`src/rtl/adder_pkg.sv`:
```
// adder_pkg: shared word width and FSM state encoding for the word-serial adder
package adder_pkg;
    localparam int WORD_W = 16;
    typedef enum logic [1:0] {IDLE = 2'd0, RUN = 2'd1, DONE = 2'd2} state_t;
endpackage

```
`src/rtl/sixteen_adder.sv`:
```
// sixteen_adder: 16-bit ripple-free adder slice with carry-in and carry-out
//   in1, in2 : 16-bit addends
//   Cin      : carry-in
//   Cout     : carry-out
//   out      : 16-bit sum
module sixteen_adder (
    input  logic [15:0] in1,
    input  logic [15:0] in2,
    input  logic        Cin,
    output logic        Cout,
    output logic [15:0] out
);
    assign {Cout, out} = 17'(in1) + 17'(in2) + 17'(Cin);
endmodule

```
`src/rtl/multiword_adder_seq.sv`:
```
// multiword_adder_seq: word-serial W-bit adder, one 16-bit slice per clock, LSW first
//   clk, rst_n          : clock, asynchronous active-low reset
//   in_valid/in_ready   : operand handshake (ready only in IDLE)
//   a, b, cin           : W-bit operands and carry-in
//   out_valid/out_ready : result handshake (valid only in DONE)
//   sum, cout           : registered W-bit sum and carry-out of the top slice
module multiword_adder_seq
    import adder_pkg::*;
#(
    parameter  int WORDS = 4,
    localparam int W     = WORD_W * WORDS,
    localparam int IW    = $clog2(WORDS + 1)
) (
    input  logic         clk,
    input  logic         rst_n,
    input  logic         in_valid,
    output logic         in_ready,
    input  logic [W-1:0] a,
    input  logic [W-1:0] b,
    input  logic         cin,
    output logic         out_valid,
    input  logic         out_ready,
    output logic [W-1:0] sum,
    output logic         cout
);
    state_t              state_q;
    logic [IW-1:0]       idx_q;
    logic                carry_q;
    logic                cout_q;
    logic [W-1:0]        op_a_q;
    logic [W-1:0]        op_b_q;
    logic [W-1:0]        sum_q;
    logic [WORD_W-1:0]   slice_a;
    logic [WORD_W-1:0]   slice_b;
    logic [WORD_W-1:0]   slice_sum;
    logic                slice_cout;

    assign slice_a = op_a_q[idx_q*WORD_W +: WORD_W];
    assign slice_b = op_b_q[idx_q*WORD_W +: WORD_W];

    sixteen_adder u_add (
        .in1  (slice_a),
        .in2  (slice_b),
        .Cin  (carry_q),
        .Cout (slice_cout),
        .out  (slice_sum)
    );

    always_ff @(posedge clk or negedge rst_n) begin
        if (!rst_n) begin
            state_q <= IDLE;
            idx_q   <= '0;
            carry_q <= 1'b0;
            cout_q  <= 1'b0;
            op_a_q  <= '0;
            op_b_q  <= '0;
            sum_q   <= '0;
        end else begin
            case (state_q)
                IDLE: if (in_valid) begin
                    op_a_q  <= a;
                    op_b_q  <= b;
                    carry_q <= cin;
                    idx_q   <= '0;
                    state_q <= RUN;
                end
                RUN: begin
                    sum_q[idx_q*WORD_W +: WORD_W] <= slice_sum;
                    carry_q <= slice_cout;
                    idx_q   <= idx_q + IW'(1);
                    if (idx_q == IW'(WORDS - 1)) begin
                        cout_q  <= slice_cout;
                        state_q <= DONE;
                    end
                end
                DONE: if (out_ready) state_q <= IDLE;
                default: state_q <= IDLE;
            endcase
        end
    end

    assign in_ready  = (state_q == IDLE);
    assign out_valid = (state_q == DONE);
    assign sum       = sum_q;
    assign cout      = cout_q;
endmodule

```
`config.mk`:
```
export PLATFORM = sky130hd
export DESIGN_NAME = multiword_adder_seq
export DESIGN_NICKNAME = d
export VERILOG_FILES = /design/src/rtl/adder_pkg.sv /design/src/rtl/sixteen_adder.sv /design/src/rtl/multiword_adder_seq.sv
export SDC_FILE = /design/constraint.sdc
export NUM_CORES = 1
export LEC_CHECK = 0
export ABC_CLOCK_PERIOD_IN_PS = 4500
export CAP_MARGIN = 30
export CORE_UTILIZATION = 51
export CTS_CLUSTER_SIZE = 25
export DETAILED_ROUTE_END_ITERATION = 6
export PLACE_DENSITY = 0.8
export SYNTH_ARGS = -nofsm -noshare
export SYNTH_HDL_FRONTEND = slang
export SYNTH_SLANG_ARGS = --single-unit
```
`constraint.sdc`:
```
create_clock -name clk -period 4.5 [get_ports clk]
set_input_delay 0.45 -clock clk [delete_from_list [all_inputs] [get_ports clk]]
set_output_delay 0.45 -clock clk [all_outputs]
set_load 0.02 [all_outputs]
```
==> results.sh <==
export IMPL_first_pass_iters=4
export IMPL_use_met1_pct=36.0
export IMPL_p_total_mw=9.56
export IMPL_worstPathArrival_ps=4150
export IMPL_pre_cts_ws_ps=691
export IMPL_skew_ps=8.49
export IMPL_ys_seq_area_share_pct=53.7
export IMPL_busiest_layer="met2"
export IMPL_setup_tns_ps=0
export IMPL_grt_use_met3_pct=4.67
export IMPL_tightest_slew_ps=906
export IMPL_path_cells="mux4_2, and2_1, fa_1, fa_1, a21oi_1, o211ai_1, nor4b_1, nor3_1, xor2_1, o21ai_1"
export IMPL_cts_buffers=17
export IMPL_die_w_um=137
export IMPL_status="complete, no violations"
export IMPL_startpoint="idx_q[0]"
export IMPL_drive_above_1_share_pct=8.30
export IMPL_synthCells=963
export IMPL_hold_viol=0
export IMPL_gp_congestion=0.882
export IMPL_cpPeakStageDelay_ps=650
export IMPL_synth_nets=1120
export IMPL_place_inst=1348
export IMPL_grt_pass1_wl_mm=38.3
export IMPL_maxSlewViolCount=0
export IMPL_leakagePower_nw=5.82
export IMPL_wirelength_mm=23.9
export IMPL_synth_edf_count=0
export IMPL_grt_setup_unrepaired="no"
export IMPL_async_reset_ff_share_pct=100
export IMPL_worstRegToRegCells=10
export IMPL_synth_warning_count=0
export IMPL_syn_to_final_growth_pct=30.6
export IMPL_drc=0
export IMPL_cp_max_fo=13
export IMPL_clk_pin_slew_ps=70
export IMPL_h_tree_depth=4
export IMPL_num_rows=48
export IMPL_cts_tree="done"
export IMPL_io_buffers=199
export IMPL_fmax_ghz=0.260
export IMPL_synthDistinctLibCells=45
export IMPL_num_antenna_cells=0
export IMPL_hold_path_class="flop to flop"
export IMPL_wl_per_cell_um=17.3
export IMPL_die_y_um=137
export IMPL_avgSynthCellArea_um2=9.63
export IMPL_synth_flop_cell="dfrtp_1"
export IMPL_drtIter0Drc=500
export IMPL_final_common_cell="nand2_1"
export IMPL_grt_max_degree=87
export IMPL_p_per_area_nw_per_um2=789
export IMPL_vdd_drop_max_mv=0.466
export IMPL_core_area_um2=17500
export IMPL_crit_required_ps=4810
export IMPL_grt_util_met2_pct=45.1
export IMPL_dpl_hpwl_mm=17.4
export IMPL_grt_pass1_vias=7529
export IMPL_ys_ff_latch=199
export IMPL_track_usage_pct=27.2
export IMPL_clock_latency_ps=440
export IMPL_vias_per_cell=5.39
export IMPL_overflow=0
export IMPL_cpMostUsedCell="fa_1"
export IMPL_io_pins=200
export IMPL_max_slew_margin_pct=39.4
export IMPL_fin_nets=1300
export IMPL_startpoint_type="flop"
export IMPL_whs_ps=473
export IMPL_vias=7450
export IMPL_synthesis_area_um2=9280
export IMPL_cts_root_buffer="clkbuf_16"
export IMPL_cts_sinks=199
export IMPL_die_area_um2=18700
export IMPL_post_cts_buffers=0
export IMPL_final_cells=1381
export IMPL_clk_path_buf_depth=2
export IMPL_post_route_period_util_pct=85.4
export IMPL_setup_viol=0
export IMPL_min_path_cells=2
export IMPL_drv_cap=0
export IMPL_crit_type="flop to flop"
export IMPL_min_from="op_b_q[41]"
export IMPL_layout_common_cells="nand2_1 (440), clkdlybuf4s50_1 (198), dfrtp_1 (197)"
export IMPL_cp_end_kind="flop"
export IMPL_ant_nets=0
export IMPL_antenna_found_initial=0
export IMPL_fin_crit_ps=3840
export IMPL_final_setup_worst_slack_ps=657
export IMPL_slowest_stage="dfrtp_2"
export IMPL_reg2reg_from="idx_q[0]"
export IMPL_start_util_pct=52.9
==> where the power goes <==
group	switching (mW)	total, mW	internal [mW]
logic	2.88	4.98	2.10
registers	0.506	3.05	2.54
clock network	0.704	1.54	0.832
==> logic make-up after synthesis <==
kind of cell             share of synthesized area, %
flip-flops                                       53.7
adder cells (fa/ha/maj)                          3.40
AND/OR/NAND/NOR                                  22.4
multiplexers                                     8.74
buffers and inverters                            2.67
XOR/XNOR                                         1.04
AO/OA/AOI/OAI                                    8.09
==> registers in the layout, indices dropped and copies added (netlist names) <==
register,flops
op_a_q,64
idx_q,3
op_b_q,64
carry_q,1
sum,64
state_q,2
cout,1
==> layout make-up <==
cell class,count,area (um^2)
clock buffer,17,425
tap,225,282
timing repair buffer,215,2170
fill,1324,5420
multi-input combinational,701,4060
clock inverter,15,166
inverter,9,33.8
sequential,199,4980
==> worst max-delay path: cells and delay by family (launching register included) <==
kind / cells / cell delay [ps]
xor+xnor: 1 / 390
fa+ha+maj: 2 / 880
simple gates: 3 / 580
flops: 1 / 650
compound gates: 3 / 650
mux: 1 / 560
==> through the flow <==
stage / util (%) / instance area [um^2]
after global placement: 65.4 / 11500
after CTS: 69.1 / 12100
after global routing: 69.1 / 12100
after floorplan: - / 9280
final: 69.1 / 12100
after detailed placement: 65.7 / 11500
==> synth_stat cells (9+ instances only) <==
| cell type | n | area share (%) |
|---|---|---|
| a21oi_1 | 17 | 0.92 |
| a22o_1 | 20 | 1.9 |
| and2_1 | 33 | 2.2 |
| buf_2 | 9 | 0.49 |
| clkbuf_1 | 45 | 1.8 |
| dfrtp_1 | 199 | 54 |
| ha_1 | 22 | 3.0 |
| inv_1 | 9 | 0.36 |
| mux4_2 | 32 | 7.8 |
| nand2_1 | 441 | 18 |
| nor2_1 | 11 | 0.45 |
| o21ai_0 | 17 | 0.92 |
| o21ai_1 | 28 | 1.5 |
==> repair_timing <==
item                                   in CTS  in global routing
endpoints found under the hold margin      36                  0
hold buffers                                1                  0
resized for setup                           0                  0
==> worst paths after layout <==
path                       slack (ps)         end
min reg2reg                       470  op_b_q[41]
min                               470  op_b_q[41]
max reg2reg                       660     sum[30]
max in group asynchronous        2740    idx_q[0]
max                               660     sum[30]
min in group asynchronous         540     sum[61]
==> layer usage <==
metal	part of all wire [%]	vias to the layer above	wire length (um)
li1	-	3556	-
met1	43	3555	10200
met2	48	299	11500
met3	6.2	40	1490
met4	2.5	0	588
met5	0	-	0
No activity file was read; power rests on OpenSTA's default activity.
